`config.mk`:
```
export PLATFORM = sky130hd
export DESIGN_NAME = oem_byte_mapper
export DESIGN_NICKNAME = d
export VERILOG_FILES = /design/src/rtl/oem_byte_mapper.sv
export SDC_FILE = /design/constraint.sdc
export NUM_CORES = 1
export LEC_CHECK = 0
export CORE_MARGIN = 3
export CORE_UTILIZATION = 56
export DETAILED_ROUTE_END_ITERATION = 10
export PLACE_DENSITY = 0.83
export SLEW_MARGIN = 20
export SYNTH_ARGS = -nofsm -noshare
export SYNTH_HDL_FRONTEND = slang
export SYNTH_SLANG_ARGS = --single-unit
```
`constraint.sdc`:
```
create_clock -name clk -period 2.6 [get_ports clk]
set_input_delay 0.26 -clock clk [delete_from_list [all_inputs] [get_ports clk]]
set_output_delay 0.26 -clock clk [all_outputs]
set_load 0.01 [all_outputs]
```
`src/rtl/oem_byte_mapper.sv`:
```
// rtl/oem_byte_mapper.sv - packs the serial bit stream into bytes and scatters them over eight 32x8 memories (optional pad phase: OEM_FILL_EN)
module oem_byte_mapper #(
    parameter logic [7:0] FILL_VALUE = 8'h00,
    parameter bit         MSB_FIRST  = 1'b1
) (
    input  logic       clk,
    input  logic       reset,
    input  logic       so_data,
    input  logic       so_valid,
    input  logic       pi_end,
    output logic [7:0] oem_dataout,
    output logic [4:0] oem_addr,
    output logic       odd1_wr,
    output logic       odd2_wr,
    output logic       odd3_wr,
    output logic       odd4_wr,
    output logic       even1_wr,
    output logic       even2_wr,
    output logic       even3_wr,
    output logic       even4_wr,
    output logic       oem_finish
);

    typedef enum logic [1:0] {RECV, FILL, DONE} state_t;

    state_t      state, state_nx;
    logic [2:0]  bit_cnt;
    logic [7:0]  shreg;
    logic [7:0]  n;
    logic        end_pending;
    logic        last_wr;
    logic [7:0]  wr;
    logic [7:0]  byte_nx;
    logic [7:0]  wr_sel;
    logic [7:0]  wr_data;
    logic        byte_done;
    logic        fill_wr;
    logic        do_wr;

    assign {even4_wr, even3_wr, even2_wr, even1_wr,
            odd4_wr,  odd3_wr,  odd2_wr,  odd1_wr} = wr;

    always_comb begin
        byte_nx   = MSB_FIRST ? {shreg[6:0], so_data} : {so_data, shreg[7:1]};
        byte_done = (state == RECV) && so_valid && (bit_cnt == 3'd7) && !last_wr;
`ifdef OEM_FILL_EN
        fill_wr   = (state == FILL) && !last_wr;
`else
        fill_wr   = 1'b0;
`endif
        do_wr     = byte_done || fill_wr;
        wr_data   = fill_wr ? FILL_VALUE : byte_nx;
        // checkerboard: bank from row/column parity, memory index from the group
        wr_sel    = 8'd1 << {(n[3] ^ n[0]), n[7:6]};
    end

    always_comb begin
        state_nx = state;
        case (state)
            RECV: begin
                if (last_wr) begin
                    state_nx = DONE;
                end else if (end_pending && !so_valid) begin
`ifdef OEM_FILL_EN
                    state_nx = FILL;
`else
                    state_nx = DONE;
`endif
                end
            end
            FILL: begin
                if (last_wr) begin
                    state_nx = DONE;
                end
            end
            default: state_nx = DONE;
        endcase
    end

    always_ff @(posedge clk) begin
        if (reset) begin
            state       <= RECV;
            bit_cnt     <= 3'd0;
            shreg       <= 8'd0;
            n           <= 8'd0;
            end_pending <= 1'b0;
            last_wr     <= 1'b0;
            wr          <= 8'd0;
            oem_dataout <= 8'd0;
            oem_addr    <= 5'd0;
            oem_finish  <= 1'b0;
        end else begin
            state      <= state_nx;
            wr         <= do_wr ? wr_sel : 8'd0;
            oem_finish <= (state_nx == DONE) && (state != DONE);
            if (do_wr) begin
                oem_dataout <= wr_data;
                oem_addr    <= n[5:1];
                n           <= n + 8'd1;
                last_wr     <= (n == 8'd255);
            end
            if (state == RECV) begin
                if (so_valid) begin
                    shreg   <= byte_nx;
                    bit_cnt <= bit_cnt + 3'd1;
                end else begin
                    // a frame cut short leaves a stale partial byte; drop it
                    bit_cnt <= 3'd0;
                end
                if (pi_end) begin
                    end_pending <= 1'b1;
                end
            end
        end
    end

endmodule
```
Word level (Yosys, flattened, before mapping)
Index checks and enable logic that the tools add are counted.
Widths: inputs -> output; s select.

storage, ports and cells
  register bits = 44
  output and inout bits = 22

cells by class
  add/subtract/negate cells = 2
  equality and inequality tests = 5
  shift operators = 1
  muxes and demuxes = 5
  bitwise logic cells = 2
  reduce and logical (&&, ||, !) cells = 11

operator list
  cell                 count
  $add 8x1->8 const B  1
  $eq 8x8->1 const B   1
  $shl 1x3->8 const A  1
  $mux 2               3
  $logic_and 1x1->1    5
  $pmux 2 s2           1
  $reduce_and 2->1     2
  $add 3x1->3 const B  1
  $eq 3x3->1 const B   1
  $mux 3               1
  $eq 2x1->1 const B   1
  $eq 2x2->1 const B   1
  $logic_not 1->1      2
  $logic_not 2->1      1
  $ne 2x2->1 const B   1
  $reduce_or 2->1      1
  $not 1->1            1
  $xor 1x1->1          1

Logic depth before layout (Yosys ltp)
  depth after elaboration = 7
  mapped depth = 7

Worst setup path before layout
No wires, ideal clock.

  path type = register to register
  start = register bit_cnt[0]
  end = register n[7]
  library setup time = 0.121 ns
  arrival time = 1.462 ns
  setup slack = 1.017 ns
  cell stages (with the launch flop) = 6
  cells stage by stage = dfxtp_1 -> ha_1 -> ha_1 -> nand4bb_1 -> nor4_1 -> mux2_2

between the ends
  word-level cells in the longest chain between the ends = 3

ends and longest elaborated chain
  item                            RTL line  RTL
  start: declaration              27        logic [2:0] bit_cnt;
  start signal: assignment        105       bit_cnt <= bit_cnt + 3'd1;
  $eq 3x3->1                      45        byte_done = (state == RECV) && so_valid && (bit_cnt == 3'd7) && !last_wr;
  $logic_and 1x1->1 (2 in a row)  45
  end signal: assignment          99        n <= n + 8'd1;
  end: declaration                29        logic [7:0] n;

Every way passes these cells.
A chain may end at the register's enable or synchronous reset.

Worst setup path after layout
Ends and elaborated chain as after synthesis.

==> key figures <==
Run status
  • Outcome: finished clean

Global routing
  • Initial antenna violation count: 0
  • Overflow after GRT: 0
  • Largest net degree at the start of global routing: 42
  • First-pass GRT wire length: 5670 um
  • GRT Util Overall: 20.1%
  • Vias in the first global route: 1375

Finish
  • Final non-filler cell total: 246
  • Fin area: 0.00208 mm2
  • Share of cells above drive strength 1: 9.30%
  • Commonest cells after routing, fill and taps aside: 44 x dfxtp_1, 26 x clkdlybuf4s50_1, 23 x a21oi_1, 19 x nor2_1, 19 x o21ai_0
  • Layout fillers: 221
  • Commonest non-fill, non-tap cell in the layout: dfxtp_1
  • Inserted Diodes: 0
  • Synth-to-layout area growth: 19.5%
  • Fin util: 72.9%
  • Nets: 222

Yosys
  • Seq cells post-synth: 44
  • Syn Nets: 199
  • Synthesized cell area: 0.00174 mm2
  • Post-synth cell types: 33
  • Largest family of logic cells by synthesized area: simple AND/OR/NAND/NOR gates
  • Mux contribution to synthesized area: 6.62%
  • Synth Area in Compound Gates: 13.0%
  • Yosys warns: 0
  • XOR/XNOR Fraction of Synth Area: 1.01%
  • Seq/Total Area, Yosys: 50.6%
  • Adder-Cell Fraction of Synth Area: 2.16%
  • Avg Cell Area, Syn: 9.11 um2
  • Simple logic cell fraction of the synthesized area: 21.9%
  • Post-Synthesis Cells: 191

Routing
  • Initial DRC Count: 63
  • DR WL/cell: 14.1 um
  • DRC: 0
  • Detailed Route WL: 3470 um
  • Number of routed nets with antenna violations: 0
  • Initial DRT Pass Iterations: 4
  • Via-per-instance ratio: 5.85
  • DR vias: 1439

Worst hold path
  • Hold crit path type: reg2reg
  • Hold path depth: 2
  • Worst hold endpoint: oem_dataout[7]$_SDFFE_PP0P_
  • Hold wc startpoint: shreg[6]$_SDFFE_PP0N_

Setup path
  • RR Endpoint: n[7]$_SDFFE_PP0P_
  • CP Data Required Time: 2.84 ns
  • RR Startpoint: bit_cnt[0]$_SDFFE_PP0P_
  • Critical path class: reg2reg
  • Crit start category: flop
  • CP Cell Sequence: ha_1 > ha_1 > nand4bb_1 > nor4_1 > mux2_2
  • R2R cell count: 5
  • CP max stage cell: dfxtp_1
  • Worst Setup End Kind: flop
  • R2r setup slk: 0.79 ns
  • Crit-path max FO: 6
  • CP dominant cell by count: ha_1
  • Worst EP arrival: 2.05 ns
  • CP peak stage delay: 0.37 ns

Clock network
  • Root Driver: clkbuf_4
  • Hold buffer count at cts: 0
  • CTS tree: yes
  • Worst-skew pair later-pin latency: 0.35 ns
  • Clock buffer count from CTS: 5
  • Post-CTS sizing: 0
  • H-tree lvl count: 2
  • Clock Tree Buf Depth: 2
  • Clock Sinks: 44
  • Post-CTS Setup Inserts: 0
  • Worst-path clk slew: 0.12 ns

Place
  • Placed wire-length estimate: 2490 um
  • Gpl congestion: 0.758
  • PortBufs: 26
  • DP Cell Count: 238
  • Placed Area: 0.00200 mm2

Floorplanning
  • Core ar.: 0.00285 mm2
  • Die area: 0.00381 mm2
  • # rows: 19
  • Die W: 61.7 um
  • Starting Density: 61.0%
  • Number of I/O pins: 27
  • Die Ht: 61.7 um

Timing
  • Hold Worst Slack: 0.480 ns
  • Final hold viol count: 0
  • Post-Route Skew: 0.00841 ns
  • TNS Setup: 0 ns
  • Max Clk Rate: 0.553 GHz
  • Pins Over Slew Limit: 0
  • Slew Limit Headroom: 65.4%
  • Period utilisation layout: 69.6%
  • Setup repair after global routing missed its margin: false
  • Setup violators final: 0
  • Clock period minus final worst setup slack: 1.81 ns
  • Least-Margin Pin Slew: 0.517 ns

Power
  • Max VDD drop: 0.379 mV
  • Pwr dens: 555 mW/mm2
  • Leakage: 0.732 nW

Flow run
  • Max Cap Viol: 0
[report_power, final]
part / total [mW] / switching (mW) / internal, mW
clock network: 0.407 / 0.206 / 0.202
logic: 0.0581 / 0.0344 / 0.0237
registers: 0.687 / 0.00582 / 0.681
[critical path, delay by kind of cell, from the launching register on]
family	cells	cell delay [ns]
fa+ha+maj	2	0.35
simple gates	2	0.62
mux	1	0.37
flops	1	0.37
[metrics by stage]
stage | power (mW) | worst slack [ns]
finish | 1.15 | 0.791
global route | 1.19 | 0.696
CTS | 1.16 | 0.808
detailed placement | 0.760 | 0.666
global placement | 0.758 | 0.723
floorplan | 0.743 | 1.02
[Yosys cell counts]
library cell | n | area share (%)
dfxtp_1 | 44 | 51
xor2_1 | 1 | 0.50
a21oi_1 | 23 | 6.6
nor2b_1 | 4 | 1.4
nand3_1 | 18 | 5.2
nor3b_1 | 1 | 0.43
xnor2_1 | 1 | 0.50
mux2i_1 | 7 | 4.0
nor3_1 | 5 | 1.4
o21ai_0 | 19 | 5.5
or4_4 | 1 | 0.65
nor4_1 | 1 | 0.36
buf_1 | 3 | 0.65
ha_1 | 3 | 2.2
nand4_1 | 1 | 0.36
and3b_1 | 1 | 0.50
nand2b_1 | 1 | 0.36
nand3b_1 | 1 | 0.43
or3_1 | 3 | 1.1
mux2_2 | 4 | 2.6
or4_1 | 1 | 0.43
nand4b_1 | 3 | 1.5
nor2_1 | 19 | 4.1
or2_4 | 1 | 0.50
o31ai_1 | 1 | 0.43
nand4bb_1 | 1 | 0.65
inv_1 | 2 | 0.43
buf_2 | 2 | 0.58
clkbuf_1 | 8 | 1.7
buf_6 | 2 | 1.3
nand2_1 | 6 | 1.3
a221oi_1 | 1 | 0.50
nor3_2 | 2 | 1.2
[cell families after synthesis]
group                    after synthesis
adder cells (fa/ha/maj)                3
buffers and inverters                 17
AND/OR/NAND/NOR                       70
flip-flops                            44
multiplexers                          11
AO/OA/AOI/OAI                         44
XOR/XNOR                               2
[registers in the layout, summed over array words and instances (netlist names)]
signal and cells:
bit_cnt 3, end_pending 1, last_wr 1, n 8
oem_addr 5, oem_dataout 8, oem_finish 1, shreg 7
state 2, wr 8
[layout make-up]
type                            count  area, um2  area share (%)
Clock inverter                      2       35.0            1.69
Timing Repair Buffer               31        298            14.3
Tap cell                           31       38.8            1.87
Clock buffer                        6       41.3            1.99
Sequential cell                    44        881            42.4
Inverter                            2       7.51           0.361
Multi-Input combinational cell    130        777            37.4
[how the worst max path moves through the flow]
| stage | startpoint | endpoint | slack, ns | cells past startpoint |
|---|---|---|---|---|
| after floorplan | bit_cnt[0]$_SDFFE_PP0P_ | n[7]$_SDFFE_PP0P_ | 1.02 | 5 |
| after global placement | so_valid | n[7]$_SDFFE_PP0P_ | 0.72 | 4 |
| after detailed placement | so_valid | n[7]$_SDFFE_PP0P_ | 0.67 | 4 |
| after CTS | bit_cnt[0]$_SDFFE_PP0P_ | n[7]$_SDFFE_PP0P_ | 0.81 | 5 |
| after global routing | bit_cnt[0]$_SDFFE_PP0P_ | n[3]$_SDFFE_PP0P_ | 0.70 | 5 |
| final | bit_cnt[0]$_SDFFE_PP0P_ | n[7]$_SDFFE_PP0P_ | 0.79 | 5 |
[routing by layer]
metal | track usage [%] | vias up | share of wire (%) | wire length [um]
met5 | 0 | - | 0 | 0
met4 | 6.97 | 0 | 1.2 | 42
met3 | 6.82 | 6 | 4.0 | 138
met2 | 36.8 | 35 | 52 | 1800
met1 | 21.5 | 678 | 43 | 1490
li1 | - | 720 | - | -
(Power assumes the default switching activity.)
